--- src/rtl/i2c_line_filter_pkg.sv ---
// Shared I2C front-end definitions: idle level, default filter geometry and
// the strobe decode used by the line filter top.
package i2c_line_filter_pkg;

    localparam logic I2C_IDLE_LVL    = 1'b1;
    localparam int   DEF_SYNC_STAGES = 2;
    localparam int   DEF_FILT_LEN    = 4;
    localparam int   DEF_CNT_W       = 3;

    typedef struct packed {
        logic rise;
        logic fall;
        logic start;
        logic stop;
    } strobe_t;

    // Levels are the filtered values before this cycle's update. START/STOP
    // are suppressed when SCL moves in the same cycle because the order is unknown.
    function automatic strobe_t next_strobes(input logic scl_upd, input logic scl_lvl,
                                             input logic sda_upd, input logic sda_lvl);
        strobe_t st;
        st.rise  = scl_upd & ~scl_lvl;
        st.fall  = scl_upd &  scl_lvl;
        st.start = sda_upd &  sda_lvl & scl_lvl & ~scl_upd;
        st.stop  = sda_upd & ~sda_lvl & scl_lvl & ~scl_upd;
        return st;
    endfunction

endpackage

--- src/rtl/i2c_line_filter_if.sv ---
// Pad-side inputs and conditioned outputs of the I2C line filter.
interface i2c_line_filter_if;

    logic scl_in;
    logic sda_in;
    logic scl_f;
    logic sda_f;
    logic scl_rise;
    logic scl_fall;
    logic start_det;
    logic stop_det;
    logic bus_busy;

    modport slave (
        input  scl_in, sda_in,
        output scl_f, sda_f, scl_rise, scl_fall, start_det, stop_det, bus_busy
    );

    modport master (
        output scl_in, sda_in,
        input  scl_f, sda_f, scl_rise, scl_fall, start_det, stop_det, bus_busy
    );

endinterface

--- src/rtl/i2c_line_filter_glitch_filter.sv ---
// One I2C line: synchroniser chain followed by a hold-time glitch filter.
// upd is high in the cycle before f takes the new level.
module i2c_glitch_filter
    import i2c_line_filter_pkg::*;
#(
    parameter int SYNC_STAGES = DEF_SYNC_STAGES,
    parameter int FILT_LEN    = DEF_FILT_LEN,
    parameter int CNT_W       = DEF_CNT_W
) (
    input  logic clk,
    input  logic rst,
    input  logic d,
    output logic f,
    output logic upd
);

    logic [SYNC_STAGES-1:0] sync;
    logic [CNT_W-1:0]       cnt;
    logic                   s;

    assign s   = sync[SYNC_STAGES-1];
    assign upd = (s != f) && (cnt == CNT_W'(FILT_LEN - 1));

    always_ff @(posedge clk or posedge rst) begin
        if (rst) begin
            sync <= {SYNC_STAGES{I2C_IDLE_LVL}};
            f    <= I2C_IDLE_LVL;
            cnt  <= '0;
        end else begin
            sync <= {sync[SYNC_STAGES-2:0], d};
            if (s == f) begin
                cnt <= '0;
            end else if (upd) begin
                f   <= s;
                cnt <= '0;
            end else begin
                cnt <= cnt + 1'b1;
            end
        end
    end

endmodule

--- src/rtl/i2c_line_filter.sv ---
// I2C pad conditioner: filtered SCL/SDA levels, SCL edge strobes,
// START/STOP strobes and the bus-busy flag.
module i2c_line_filter
    import i2c_line_filter_pkg::*;
#(
    parameter int SYNC_STAGES = DEF_SYNC_STAGES,
    parameter int FILT_LEN    = DEF_FILT_LEN,
    parameter int CNT_W       = DEF_CNT_W
) (
    input logic              clk,
    input logic              rst,
    i2c_line_filter_if.slave bus
);

    logic    scl_f, scl_upd;
    logic    sda_f, sda_upd;
    logic    busy;
    strobe_t strb, strb_nxt;

    i2c_glitch_filter #(
        .SYNC_STAGES(SYNC_STAGES),
        .FILT_LEN   (FILT_LEN),
        .CNT_W      (CNT_W)
    ) u_scl_filt (
        .clk(clk),
        .rst(rst),
        .d  (bus.scl_in),
        .f  (scl_f),
        .upd(scl_upd)
    );

    i2c_glitch_filter #(
        .SYNC_STAGES(SYNC_STAGES),
        .FILT_LEN   (FILT_LEN),
        .CNT_W      (CNT_W)
    ) u_sda_filt (
        .clk(clk),
        .rst(rst),
        .d  (bus.sda_in),
        .f  (sda_f),
        .upd(sda_upd)
    );

    // Decoded from the pre-update levels so the registered strobes line up
    // with the first cycle that shows the new filtered level.
    always_comb strb_nxt = next_strobes(scl_upd, scl_f, sda_upd, sda_f);

    always_ff @(posedge clk or posedge rst) begin
        if (rst) begin
            strb <= '0;
            busy <= 1'b0;
        end else begin
            strb <= strb_nxt;
            if (strb.start) begin
                busy <= 1'b1;
            end else if (strb.stop) begin
                busy <= 1'b0;
            end
        end
    end

    assign bus.scl_f     = scl_f;
    assign bus.sda_f     = sda_f;
    assign bus.scl_rise  = strb.rise;
    assign bus.scl_fall  = strb.fall;
    assign bus.start_det = strb.start;
    assign bus.stop_det  = strb.stop;
    assign bus.bus_busy  = busy;

endmodule

--- src/flat_wrapper.sv ---
// flat-port wrapper written by rule: the top's interface ports become plain ports
module i2c_line_filter_flat import i2c_line_filter_pkg::*;
#(
    parameter int SYNC_STAGES = DEF_SYNC_STAGES,
    parameter int FILT_LEN    = DEF_FILT_LEN,
    parameter int CNT_W       = DEF_CNT_W
)
  (clk, rst, bus_scl_in, bus_sda_in, bus_scl_f, bus_sda_f, bus_scl_rise, bus_scl_fall, bus_start_det, bus_stop_det, bus_bus_busy);
  i2c_line_filter_if bus_i ();
  input logic clk;
  input logic rst;
  input wire logic [$bits(bus_i.scl_in)-1:0] bus_scl_in;
  input wire logic [$bits(bus_i.sda_in)-1:0] bus_sda_in;
  output wire logic [$bits(bus_i.scl_f)-1:0] bus_scl_f;
  output wire logic [$bits(bus_i.sda_f)-1:0] bus_sda_f;
  output wire logic [$bits(bus_i.scl_rise)-1:0] bus_scl_rise;
  output wire logic [$bits(bus_i.scl_fall)-1:0] bus_scl_fall;
  output wire logic [$bits(bus_i.start_det)-1:0] bus_start_det;
  output wire logic [$bits(bus_i.stop_det)-1:0] bus_stop_det;
  output wire logic [$bits(bus_i.bus_busy)-1:0] bus_bus_busy;
  assign bus_i.scl_in = bus_scl_in;
  assign bus_i.sda_in = bus_sda_in;
  assign bus_scl_f = bus_i.scl_f;
  assign bus_sda_f = bus_i.sda_f;
  assign bus_scl_rise = bus_i.scl_rise;
  assign bus_scl_fall = bus_i.scl_fall;
  assign bus_start_det = bus_i.start_det;
  assign bus_stop_det = bus_i.stop_det;
  assign bus_bus_busy = bus_i.bus_busy;
  i2c_line_filter #(.SYNC_STAGES(SYNC_STAGES), .FILT_LEN(FILT_LEN), .CNT_W(CNT_W)) u_core (.clk(clk), .rst(rst), .bus(bus_i));
endmodule
--- config.mk ---
export PLATFORM = sky130hd
export DESIGN_NAME = i2c_line_filter_flat
export DESIGN_NICKNAME = d
export VERILOG_FILES = /design/src/rtl/i2c_line_filter_pkg.sv /design/src/rtl/i2c_line_filter_if.sv /design/src/rtl/i2c_line_filter_glitch_filter.sv /design/src/rtl/i2c_line_filter.sv /design/src/flat_wrapper.sv
export SDC_FILE = /design/constraint.sdc
export NUM_CORES = 1
export LEC_CHECK = 0
export ABC_AREA = 0
export CAP_MARGIN = 0
export CORE_AREA = 8 8 48 50
export CTS_BUF_LIST = sky130_fd_sc_hd__clkbuf_2
export DETAILED_ROUTE_END_ITERATION = 10
export DIE_AREA = 0 0 56 58
export GPL_ROUTABILITY_DRIVEN = 0
export RECOVER_POWER = 100
export SKIP_LAST_GASP = 1
export SLEW_MARGIN = 20
export SYNTH_ARGS = -nofsm -noshare
export SYNTH_HDL_FRONTEND = slang
export SYNTH_SLANG_ARGS = --single-unit
--- constraint.sdc ---
create_clock -name clk -period 2.05 [get_ports clk]
set_input_delay 0.205 -clock clk [delete_from_list [all_inputs] [get_ports clk]]
set_output_delay 0.205 -clock clk [all_outputs]
set_load 0.01 [all_outputs]
==> impl_metrics.json <==
{
  "yosysSeqAreaShare": 0.687,
  "drt_iter0_drc": 9,
  "die_w_microns": 56,
  "ios": 11,
  "wire_per_inst_microns": 12.4,
  "die-area_sq_um": 3250,
  "synth_compound_area_frac": 0.0119,
  "final_cell_mix": "dfrtp_1 (11), dlygate4sd3_1 (10), nor3b_1 (6)",
  "core-area_sq_um": 1610,
  "synth-adder-area-share": 0.0397,
  "area_growth_syn_to_layout_pct": 20.4,
  "synth_seq_cells": 17,
  "antenna_found_initial": 0,
  "worst-path-max-fanout": 6,
  "slowest_stage": "dfstp_1",
  "num_rows": 15,
  "path_buf_inv": 1,
  "critical-path-top-delay-family": "flip-flops",
  "fmax_mhz": 567,
  "synth_top_family_by_area": "simple AND/OR/NAND/NOR gates",
  "syn_inst": 41,
  "ys_warn_count": 0,
  "tns_ns": 0,
  "cts_tree": "built",
  "period_needed_ns": 1.76,
  "hp-class": "reg2reg",
  "grt_pass1_vias": 373,
  "arrival_ns": 1.56,
  "synth_xor_area_frac": 0.0278,
  "hp-start": "u_core.u_sda_filt.sync[0]$_DFF_PP1_",
  "syn-mean-instance-area_sq_um": 15.4,
  "num_vias": 342,
  "ir_drop_mv": 0.391,
  "cts-buffers-inserted": 3,
  "cp_data_required_time_ns": 1.85,
  "yosysUniqueCellTypes": 17,
  "slowest_delay_ns": 0.64,
  "post_cts_buffers": 0,
  "cap_violations": 0,
  "setup_viol": 0,
  "ant_nets": 0,
  "finClkSkew_ns": 0.00931,
  "clockBufferDepth": 2,
  "endpoint_kind": "primary output",
  "n_antenna_cell": 0,
  "wl_microns": 896,
  "firstDrtPassIters": 3,
  "grt_usage": 0.0628,
  "layout-drive-gt1-share": 0.164,
  "rsz0062_at_grt": "false",
  "power.density_nw_per_um2": 1080,
  "via_per_inst": 4.75,
  "start_kind": "register",
  "post-route-period-util": 0.860,
  "synth_nets": 47,
  "outcome": "finished clean",
  "worstMarginPinSlew_ns": 0.599,
  "crit_start": "u_core.u_scl_filt.f$_DFFE_PP1P_",
  "final_core_util": 0.471,
  "io_buffers": 10,
  "finalPower_uw": 822,
  "clock_latency_ns": 0.28,
  "place_hpwl_microns": 641,
  "ctsResizeCount": 0,
  "fillers": 144,
  "grt_pass1_wl_microns": 1600,
  "start_util": 0.391,
  "final_max_slew_viol_count": 0,
  "cts_root_buf": "clkbuf_2",
  "cts.clk_slew.worst_paths_ns": 0.14,
  "drc": 0,
  "final_hold_viol_count": 0,
  "crit_type": "reg2out",
  "crit_chain": "dlygate4sd3_1",
  "synth-simple-area-share": 0.187,
  "die_h_microns": 58,
  "grt.overflow.total": 0,
  "synth_area_sq_um": 631,
  "synthMuxAreaShare": 0.0357,
  "cts.sinks": 17,
  "power_leakage_nw": 0.355,
  "slew_headroom": 0.600,
  "rr_startpoint": "u_core.u_sda_filt.cnt[0]$_DFF_PP0_",
  "mostFrequentLayoutCell": "dfrtp_1",
  "final_net_count": 62,
  "htreeDepth": 1,
  "holdBufCountCts": 0,
  "grt_max_degree": 18
}
cell usage after synthesis (all sizes together):
cell    number  share of area
dfrtp       11           0.44
dfstp        6           0.25
nor3b        6          0.079
ha           2          0.040
inv          2          0.012
mux2         2          0.036
nor2b        2          0.032
nor3         2          0.016
nor4b        2          0.028
xnor2        2          0.028
a21o         1          0.012
and2         1         0.0099
nand2b       1         0.0099
nand3b       1          0.012
worst paths after layout:
kind / end / slack, ns / depth (start not counted)
worst max-delay path: bus_scl_f / 0.29 / 1
worst min-delay path: u_core.u_sda_filt.sync[1]$_DFF_PP1_ / 0.37 / 0
worst max register to register: u_core.u_sda_filt.f$_DFFE_PP1P_ / 0.78 / 3
worst min register to register: u_core.u_sda_filt.sync[1]$_DFF_PP1_ / 0.37 / 0
max in group asynchronous: u_core.u_sda_filt.cnt[2]$_DFF_PP0_ / 1.25 / 2
min in group asynchronous: u_core.bus.stop_det$_DFF_PP0_ / 0.40 / 2
cell type report:
type                       count  area [sq um]  area share
clock buffer                   4          20.0      0.0264
sequential                    17           433       0.570
multi-input combinational     22           178       0.234
timing repair buffer          10           100       0.132
tap                           17          21.3      0.0280
inverter                       2          7.51     0.00988
power by group:
part	internal [mW]	switching (mW)	leakage, nW
sequential	0.414	0.0475	0.211
clock	0.0517	0.0920	0.0166
combinational	0.120	0.0965	0.128
per-layer routing:
metal  vias to the layer above  share of wire  global-route usage
met2                         9           0.44              0.0872
li1                        166              -                   -
met1                       165           0.47              0.0698
met5                         -              0                   0
met4                         0          0.011              0.0515
met3                         2          0.080              0.0328
sequential cells by signal, summed over array words and instances, names as in the netlist, 2 cells and up:
name                    flops
u_core.u_scl_filt.sync      2
u_core.u_sda_filt.sync      2
u_core.u_sda_filt.cnt       3
u_core.u_scl_filt.cnt       3
cell families (layout without fill, tap and decap cells):
kind of cell	count (synthesis)	after routing
XOR/XNOR	2	2
AND/OR/NAND/NOR	15	15
multiplexers	2	2
buffers and inverters	2	16
adder cells (fa/ha/maj)	2	2
AO/OA/AOI/OAI	1	1
flip-flops	17	17
through the flow:
stage	hold slack [ns]	instance area [sq um]	setup WS, ns	std cells
after floorplan	0.127	631	0.967	41
after detailed placement	0.347	752	0.735	68
after global placement	0.347	752	0.739	68
after global routing	0.370	759	0.187	72
final	0.366	759	0.287	72
after CTS	0.277	772	0.375	72
(Power assumes the default switching activity.)
